`src/rtl/enigma_rotor_stage.sv`:
```
// enigma_rotor_stage: one clocked Enigma rotor with a programmable wiring table,
// position/ring registers, notch carry and a one-entry valid/ready output register.
// Optional build macro ROTOR_DOUBLE_STEP_EN enables the middle-rotor double step
// driven by key_step; with the macro undefined key_step has no effect.
module enigma_rotor_stage #(
  parameter int unsigned  DATA_W    = 8,
  // Rotor I "EKMFLGDQVZNTOWYHXUSPAIBRCJ", entry i at bits [5i+4:5i]
  parameter logic [129:0] WIRING    = {5'd9,  5'd2,  5'd17, 5'd1,  5'd8,  5'd0,
                                       5'd15, 5'd18, 5'd20, 5'd23, 5'd7,  5'd24,
                                       5'd22, 5'd14, 5'd19, 5'd13, 5'd25, 5'd21,
                                       5'd16, 5'd3,  5'd6,  5'd11, 5'd5,  5'd12,
                                       5'd10, 5'd4},
  parameter int unsigned  NOTCH     = 16,
  parameter int unsigned  INIT_POS  = 0,
  parameter int unsigned  INIT_RING = 0
) (
  input  logic              clk,
  input  logic              rst,
  input  logic              in_valid,
  output logic              in_ready,
  input  logic [DATA_W-1:0] in_char,
  input  logic              in_dir,
  output logic              out_valid,
  input  logic              out_ready,
  output logic [DATA_W-1:0] out_char,
  output logic              out_dir,
  input  logic              step_in,
  input  logic              key_step,
  input  logic              load,
  input  logic [4:0]        load_pos,
  input  logic [4:0]        load_ring,
  output logic [4:0]        position,
  output logic              at_notch,
  output logic              carry_out
);

  localparam logic [4:0] NOTCH_P = 5'(NOTCH);
  localparam logic [4:0] INIT_P  = 5'(INIT_POS);
  localparam logic [4:0] INIT_R  = 5'(INIT_RING);

  logic [4:0]        pos_q, pos_d;
  logic [4:0]        ring_q, ring_d;
  logic              carry_q, carry_d;
  logic              out_valid_q;
  logic [DATA_W-1:0] out_char_q;
  logic              out_dir_q;

  logic              accept;
  logic              do_step;
  logic              is_upper, is_lower;
  logic [DATA_W-1:0] base;
  logic [4:0]        idx, s_idx, w_fwd, w_rev, w_idx, o_idx;
  logic [DATA_W-1:0] xlate;

  // Reduce a 0..77 value into 0..25 with at most two subtractions
  function automatic logic [4:0] mod26(input logic [6:0] v);
    logic [6:0] r;
    r = v;
    if (r >= 7'd26) r = r - 7'd26;
    if (r >= 7'd26) r = r - 7'd26;
    return 5'(r);
  endfunction

  assign in_ready  = !out_valid_q || out_ready;
  assign accept    = in_valid && in_ready;
  assign position  = pos_q;
  assign at_notch  = (pos_q == NOTCH_P);
  assign carry_out = carry_q;
  assign out_valid = out_valid_q;
  assign out_char  = out_char_q;
  assign out_dir   = out_dir_q;

`ifdef ROTOR_DOUBLE_STEP_EN
  assign do_step = step_in || (key_step && at_notch);
`else
  logic unused_key_step;
  assign unused_key_step = key_step;
  assign do_step = step_in;
`endif

  // Letter translation through the rotor using the pre-edge position and ring
  always_comb begin
    is_upper = (in_char >= DATA_W'(65)) && (in_char <= DATA_W'(90));
    is_lower = (in_char >= DATA_W'(97)) && (in_char <= DATA_W'(122));
    base     = is_lower ? DATA_W'(97) : DATA_W'(65);
    idx      = 5'(in_char - base);
    s_idx    = mod26(7'(idx) + 7'(pos_q) + 7'd26 - 7'(ring_q));
    w_fwd    = WIRING[5*s_idx +: 5];
    w_rev    = '0;
    for (int unsigned j = 0; j < 26; j++) begin
      if (WIRING[5*j +: 5] == s_idx) w_rev = 5'(j);
    end
    w_idx    = in_dir ? w_rev : w_fwd;
    o_idx    = mod26(7'(w_idx) + 7'd26 - 7'(pos_q) + 7'(ring_q));
    xlate    = (is_upper || is_lower) ? (base + DATA_W'(o_idx)) : in_char;
  end

  // Next position/ring/carry: load beats step, carry only on a step off the notch
  always_comb begin
    pos_d   = pos_q;
    ring_d  = ring_q;
    carry_d = 1'b0;
    if (load) begin
      pos_d  = (load_pos  >= 5'd26) ? (load_pos  - 5'd26) : load_pos;
      ring_d = (load_ring >= 5'd26) ? (load_ring - 5'd26) : load_ring;
    end else if (do_step) begin
      pos_d   = (pos_q == 5'd25) ? 5'd0 : (pos_q + 5'd1);
      carry_d = (pos_q == NOTCH_P);
    end
  end

  // Rotor state registers
  always_ff @(posedge clk or negedge rst) begin
    if (!rst) begin
      pos_q   <= INIT_P;
      ring_q  <= INIT_R;
      carry_q <= 1'b0;
    end else begin
      pos_q   <= pos_d;
      ring_q  <= ring_d;
      carry_q <= carry_d;
    end
  end

  // One-entry output register; holds while stalled by out_ready
  always_ff @(posedge clk or negedge rst) begin
    if (!rst) begin
      out_valid_q <= 1'b0;
      out_char_q  <= '0;
      out_dir_q   <= 1'b0;
    end else if (accept) begin
      out_valid_q <= 1'b1;
      out_char_q  <= xlate;
      out_dir_q   <= in_dir;
    end else if (out_ready) begin
      out_valid_q <= 1'b0;
    end
  end

endmodule

```
`config.mk`:
```
export PLATFORM = sky130hd
export DESIGN_NAME = enigma_rotor_stage
export DESIGN_NICKNAME = d
export VERILOG_FILES = /design/src/rtl/enigma_rotor_stage.sv
export SDC_FILE = /design/constraint.sdc
export NUM_CORES = 1
export LEC_CHECK = 0
export BUFFER_PORTS_ARGS = -buffer_cell sky130_fd_sc_hd__buf_2
export CORE_MARGIN = 2
export CORE_UTILIZATION = 25
export CTS_BUF_LIST = sky130_fd_sc_hd__clkbuf_4 sky130_fd_sc_hd__clkbuf_8 sky130_fd_sc_hd__clkbuf_16
export DETAILED_ROUTE_END_ITERATION = 8
export PLACE_DENSITY_LB_ADDON = 0.25
export SYNTH_ARGS = -nofsm -noshare
export SYNTH_HDL_FRONTEND = slang
export SYNTH_SLANG_ARGS = --single-unit
```
`constraint.sdc`:
```
create_clock -name clk -period 24 [get_ports clk]
set_input_delay 4.8 -clock clk [delete_from_list [all_inputs] [get_ports clk]]
set_output_delay 4.8 -clock clk [all_outputs]
set_load 0.1 [all_outputs]
```
======== Word level (Yosys, flattened, before mapping) ========
Index checks and enable logic that the tools add are counted.
storage, ports and cells
  register bits after elaboration ......... 21
  input bits .............................. 26
cells by class
  $lt $le $gt $ge ......................... 10
  add/subtract/negate cells ............... 15
  multiply operators ...................... 1
  reductions and logical operators ........ 9
  shifts and indexed selects .............. 1
  mux-type cells .......................... 41
  equal/unequal tests ..................... 26
operators by type and width
  operator                  number
  $mux 5                    32
  $shiftx 130x9->5 const A  1
  $eq 5x5->1 const A        10
  $eq 4x5->1 const A        8
  $ge 7x5->1 const B        4
  $sub 5x5->5 const B       4
  $ge 8x7->1 const B        2
  $le 8x7->1 const B        2
  $eq 3x5->1 const A        3
  $mux 7                    2
  $sub 7x5->7 const B       2
  $eq 2x5->1 const A        2
  $eq 5x5->1 const B        2
  $ge 5x5->1 const B        2
  $add 7x5->8               1
  $mul 3x5->8 const A       1
  $mux 8                    1
  $add 6x5->7 const B       1
  $add 7x5->7               1
  $sub 6x5->7               1
  $sub 7x5->7               1
  $add 5x5->6               1
  $add 5x5->6 const B       1
  $mux 6                    1
  9 further kinds           17

======== Depth between registers and ports, before layout ========
Gate-level depths: netlist of the first run.
  depth after elaboration ................. 47
  gate-level depth with buffers ........... 47

======== Least setup slack after synthesis of the first run ========
No wires, ideal clock.
  path type ............................... input to register
  start point ............................. input in_char[0]
  end point ............................... register out_char_q[4], in the netlist out_char[4]
  setup time .............................. 78 ps
  stages on the path ...................... 42
  path buffers ............................ 2
  path slack .............................. 10214 ps
  data arrival time ....................... 13708 ps
  data required time ...................... 23922 ps
  cells stage by stage .................... inv_1 -> ha_1 -> xor2_1 -> fa_1 -> ha_1 -> inv_1 -> fa_1 -> nor2b_1 -> o22ai_2 -> xor2_1 -> o211a_2 -> xnor2_1 -> inv_1 -> ha_1 -> o311ai_2 -> a31oi_4 -> xnor2_1 -> inv_1 -> [... 6 more ...] -> fa_1 -> fa_1 -> inv_1 -> ha_1 -> a21oi_1 -> xnor2_1 -> a31oi_1 -> and2_1 -> clkbuf_1 -> or4_1 -> nand3_1 -> xnor2_1 -> ha_1 -> inv_1 -> a211oi_2 -> xor2_1 -> mux2i_1 -> a21oi_1
between the ends
  longest elaborated chain between the ends .. 44
RTL lines
  item                                       line  source
  from (decl)                                21    input logic [DATA_W-1:0] in_char,
  $sub 5x5->5                                86    idx = 5'(in_char - base);
  $add 5x5->6                                87    s_idx = mod26(7'(idx) + 7'(pos_q) + 7'd26 - 7'(ring_q));
  $add 6x5->7                                87
  $sub 7x5->7                                87
  $sub 7x5->7 or $ge 7x5->1 (tied branches)  59    if (r >= 7'd26) r = r - 7'd26;
  $mux 7                                     59
  $ge 7x5->1 or $sub 5x5->5 (tied branches)  60    if (r >= 7'd26) r = r - 7'd26;
  $mux 5                                     60
  [... 28 more ...]                          -
  $sub 6x5->7                                94    o_idx = mod26(7'(w_idx) + 7'd26 - 7'(pos_q) + 7'(ring_q));
  $add 7x5->7                                94
  $sub 7x5->7 or $ge 7x5->1 (tied branches)  59
  $mux 7                                     59
  $ge 7x5->1 or $sub 5x5->5 (tied branches)  60
  $mux 5                                     60
  $add 7x5->8                                95    xlate = (is_upper || is_lower) ? (base + DATA_W'(o_idx)) : in_char;
  $mux 8 (*)                                 95
  to (signal assigned)                       133   out_char_q <= xlate;
  to (decl)                                  45    logic [DATA_W-1:0] out_char_q;
Every way passes the cells marked *; elsewhere a longest branch is shown, timed or not.
A chain may end at the register's enable or synchronous reset.

======== Final worst setup path of the first run ========
Same ends and word-level chain as after synthesis.

==> results of run 1 <==
[final cells by class]
type	count	area, um2
Multi-Input combinational cell	401	3000
Inverter	51	191
Clock buffer	3	75.1
Sequential cell	21	526
Timing Repair Buffer	44	225
Clock inverter	1	5.00
Tap cell	188	235
Fill cell	1644	10800
[metrics by stage]
stage / instance area (um2) / hold slack, ps / worst slack (ps) / utilization, %
4_1_cts: 4260 / 483 / 9090 / 28.2
3_3_place_gp: 4180 / 455 / 8920 / 27.7
2_1_floorplan: 3820 / 514 / 10210 / -
6_report: 4260 / 475 / 9140 / 28.2
5_1_grt: 4260 / 509 / 8080 / 28.2
3_5_place_dp: 4180 / 462 / 8870 / 27.7
[worst paths after layout]
path                              from  slack [ps]  cells past startpoint           to
max                         in_char[0]        9140                     42  out_char[4]
min                        out_char[6]         480                      2  out_char[6]
max reg2reg                position[1]       13520                     41  out_char[4]
min reg2reg                out_char[6]         480                      2  out_char[6]
max in group asynchronous          rst       19170                      1    ring_q[2]
min in group asynchronous          rst        4500                      1      out_dir
[worst reg2reg max path: cells and delay by family (launching register included)]
family / cells / cell delay (ps)
AOI/OAI and AO/OA: 13 / 3160
xor gates and xnor gates: 5 / 1170
adders and majority gates: 10 / 3400
buffers and inverters: 6 / 580
DFF: 1 / 460
muxes: 1 / 100
and+or+nand+nor: 6 / 1550
[registers in the layout (all words and copies together) (netlist names)]
register and flops:
carry_out 1, out_char 8, out_dir 1, out_valid 1, position 5, ring_q 5
[logic make-up (layout without fill, tap and decap cells)]
| group | Yosys count | after routing | share of synthesized area [%] |
|---|---|---|---|
| muxes | 21 | 21 | 5.95 |
| DFF | 21 | 21 | 13.7 |
| buffers and inverters | 71 | 99 | 7.72 |
| and+or+nand+nor | 164 | 164 | 21.8 |
| adders and majority gates | 54 | 54 | 19.6 |
| AOI/OAI and AO/OA | 137 | 137 | 25.1 |
| xor gates and xnor gates | 25 | 25 | 6.12 |
[cell usage in the layout (no fill, tap or decap), drive strengths merged, types with 8 or more instances in the layout]
cell type / instances
nor3: 14
a21oi: 37
nand2: 45
o21ai: 25
o211ai: 8
buf: 44
nand3: 18
fa: 10
mux2: 8
inv: 51
ha: 44
dfrtp: 21
mux2i: 13
nand2b: 9
xnor2: 20
nor2: 35
[layer usage]
metal,global-route usage (%),vias to the layer above
met3,0.710,9
met4,2.65,0
met5,0,-
li1,-,1821
met1,17.5,1665
met2,19.6,71
==> flow_metrics.py, run 1 <==
metrics = {
    "routing": {
        "wl_met2_mm": 4.42,
        "routed.top_layer": "met4",
        "dr.pass1.iters": 6,
        "vias_per_cell": 5.03,
        "wl_met1_mm": 4.80,
        "vias": 3566,
        "post_drt_wl_per_cell_um": 13.6,
        "drt_iter0_drc": 267,
        "antenna_left": 0,
        "drc": 0,
        "wl_mm": 9.67,
        "wl_met3_um": 355,
    },
    "cts": {
        "post_cts_buffers": 0,
        "clk_pin_slew_ps": 60,
        "hold_buffers": 0,
        "tritoncts": "yes",
        "cts_resized": 0,
        "cts_buffer_depth": 2,
        "cts.sinks": 21,
        "cts_buffers": 3,
        "clk_latency_ps": 250,
        "cts_max_level": 1,
        "cts_root_buffer": "clkbuf_16",
    },
    "global_route": {
        "grt_usage_pct": 12.0,
        "grt_max_degree": 33,
        "grt_pass1_wl_mm": 16.6,
        "antenna_found_initial": 0,
        "grt_pass1_vias": 3451,
        "overflow": 0,
    },
    "timing": {
        "min_period_over_period_pct": 61.9,
        "tightestPinTransition_ps": 872,
        "fin_crit_ps": 14860,
        "hold_viol_final": 0,
        "max_slew_margin_pct": 40.2,
        "clock.fmax_mhz": 67.3,
        "setup-tns-final_ps": 0,
        "slew_violations": 0,
        "rsz0062_at_grt": "false",
        "finClkSkew_ps": 2.22,
        "setup_viol_count_final": 0,
    },
    "yosys": {
        "synth_edf_count": 0,
        "synthCells": 493,
        "yosysWarnings": 0,
        "async_flop_share_pct": 100,
        "yosysMostFrequentCell": "inv_1",
        "synth_area_um2": 3820,
        "synth.avg_cell_area_um2": 7.76,
        "synth.distinct_cells": 78,
        "yosys.area.top_type": "ha_1",
        "synthTopCellsByCount": "inv_1, ha_1, nand2_1",
        "ys_seq_area_share_pct": 13.7,
        "synthTopCellsByArea": "ha_1, dfrtp_1, fa_1, inv_1, a21oi_1",
        "synth_flop_cell": "dfrtp_1",
        "syn_nets": 573,
        "ys_ff_latch": 21,
        "yosys.area.top_type_share_pct": 14.4,
    },
    "cells_and_area": {
        "instances_no_fill": 709,
        "syn_to_final_growth_pct": 11.4,
        "nNetsFinal": 602,
        "drive_above_1_share_pct": 14.6,
        "num_antenna_cells": 0,
    },
    "floorplanning": {
        "fp.dieH_um": 128,
        "die_x_um": 128,
        "core_um2": 15100,
        "io_pins": 44,
        "start_util_pct": 25.3,
        "die_area_um2": 16300,
        "num_rows": 45,
    },
    "setup_path": {
        "slowest_stage": "fa_1",
        "cp.arrival_ps": 15030,
        "cp_slowest_stage_delay_ps": 550,
        "path_buf_inv": 6,
        "crit_top_cell": "ha_1",
        "required_ps": 24180,
        "path_max_fanout": 10,
        "critPathLaunchType": "input pin",
        "crit_path_end_kind": "register",
        "crit_family": "adder cells",
        "crit_type": "input pin to register",
    },
    "flow_run": {
        "maxCapViolations": 0,
    },
    "hold_path": {
        "hold_class": "register to register",
    },
    "place": {
        "dp_hpwl_mm": 7.76,
        "gp_congestion": 0.853,
        "port_buffers": 42,
        "dp_cells": 705,
    },
    "status": {
        "outcome": "complete, no violations",
    },
}
Power of run 1 is left out: the tool's default activity adds up to more than one toggle a clock period on the data nets, which glitch-free logic cannot reach.
==> run 2: changes to the inputs <==
- clock period: 24 -> 13 ns (I/O delays scaled with it)
==> run 2 against run 1 <==
Effect of this change: sequential share of layout area fell by 0.19 points; routed wire length rose by 0.56%; via count rose by 1.2%; hold slack got worse by 7.9 ps; utilization rose by 0.44 points; die area did not move; clock skew rose by 1.9 ps; global-route usage rose by 0.061 points; non-clock buffer count rose by 7; worst setup slack got worse by 8400 ps; final cell count rose by 0.99%; first-iteration DRC count rose by 4.1%; highest routed layer unchanged.
==> flow_metrics.py, run 2 (synthesis gave the netlist of run 1 again) <==
metrics = {
    "cells_and_area": {
        "syn_to_final_growth_pct": 13.2,
        "drive_above_1_share_pct": 16.1,
        "seq_area_um2": 526,
        "largest_reg_flops": 8,
        "nNetsFinal": 609,
        "num_antenna_cells": 0,
        "n_fill_cell": 1654,
        "mostFrequentLayoutCell": "inv_1",
        "multi_input_area_um2": 3020,
        "mostFrequentLayoutCells": "inv_1, nand2_1, ha_1",
    },
    "timing": {
        "setup_viol_count_final": 0,
        "clock.fmax_mhz": 81.4,
        "tightestPinTransition_ps": 634,
        "rsz0062_at_grt": "false",
        "min_period_over_period_pct": 94.4,
        "max_slew_margin_pct": 57.6,
        "slew_violations": 0,
        "finClkSkew_ps": 4.07,
        "fin_crit_ps": 12280,
        "setup-tns-final_ps": 0,
        "hold_viol_final": 0,
    },
    "global_route": {
        "grt_util_met2_pct": 20.3,
        "grt_max_degree": 23,
        "grt_pass1_wl_mm": 16.9,
        "antenna_found_initial": 0,
        "overflow": 0,
        "use_met3_pct": 0.668,
        "grt_usage_pct": 12.1,
        "use_met1_pct": 17.5,
        "top_usage_layer": "met2",
        "grt_pass1_vias": 3568,
    },
    "floorplanning": {
        "die_x_um": 128,
        "core_um2": 15100,
        "die_area_um2": 16300,
        "io_pins": 44,
        "num_rows": 45,
        "fp.dieH_um": 128,
        "start_util_pct": 25.3,
    },
    "routing": {
        "vias": 3608,
        "dr.pass1.iters": 4,
        "drt_iter0_drc": 278,
        "wl_mm": 9.72,
        "post_drt_wl_per_cell_um": 13.6,
        "drc": 0,
        "antenna_left": 0,
        "vias_per_cell": 5.04,
    },
    "hold_path": {
        "hold_class": "register to register",
    },
    "setup_path": {
        "critPathLaunchType": "input pin",
        "cp.arrival_ps": 12450,
        "path_max_fanout": 11,
        "slowest_stage": "fa_1",
        "crit_path_end_kind": "register",
        "cp_slowest_stage_delay_ps": 650,
        "crit_type": "input pin to register",
        "required_ps": 13170,
    },
    "flow_run": {
        "maxCapViolations": 0,
    },
    "cts": {
        "tritoncts": "yes",
        "cts_root_buffer": "clkbuf_16",
        "post_cts_buffers": 0,
        "cts_buffers": 3,
        "cts_max_level": 1,
        "clk_latency_ps": 250,
        "cts_buffer_depth": 2,
        "cts.sinks": 21,
        "clk_pin_slew_ps": 60,
    },
    "place": {
        "port_buffers": 42,
        "dp_hpwl_mm": 7.89,
        "gp_congestion": 0.864,
    },
    "status": {
        "outcome": "complete, no violations",
    },
}
## run 2: worst paths after layout
path	end	slack [ps]	start	cells after the start
min	out_char[6]	470	out_char[6]	2
min in group asynchronous	out_char[1]	2300	rst	1
max	out_char[4]	720	in_char[0]	43
max in group asynchronous	ring_q[0]	10360	rst	1
max reg2reg	out_char[4]	2890	position[1]	42
min reg2reg	out_char[6]	470	out_char[6]	2
## run 2: metrics by stage
stage                     utilization, %  area [um2]  hold slack [ps]  instances  setup WS (ps)
after global placement              28.1        4230              458        712            405
after CTS                           28.6        4310              474        716            636
after global routing                28.7        4330              516        716           10.0
after floorplan                        -        3820              514        493           1410
final                               28.7        4330              467        716            722
after detailed placement            28.1        4230              457        712            398
## run 2: critical path, delay by kind of cell
kind	cells	cell delay [ps]
xor+xnor	6	1390
buf+inv	8	800
mux	1	110
compound gates	10	2050
fa+ha+maj	11	3960
simple gates	7	1550
## run 2: routing by layer
metal | up-vias | wire length (um)
li1 | 1835 | -
met1 | 1692 | 4860
met2 | 76 | 4540
met3 | 5 | 274
met4 | 0 | 45
met5 | - | 0
## run 2: final cells by class
type / count / share of cell area, %
clock inverter: 1 / 0.116
tap: 188 / 5.44
timing repair buffer: 51 / 6.42
multi-input combinational: 401 / 69.7
inverter: 51 / 4.42
sequential: 21 / 12.1
clock buffer: 3 / 1.73
## run 2: repair_timing
| action | 4_1_cts | 5_1_grt |
|---|---|---|
| gates resized for setup | 0 | 2 |
| endpoints found under the setup margin | 0 | 4 |
| hold buffers | 0 | 0 |
Power of run 2 is left out for the same reason.
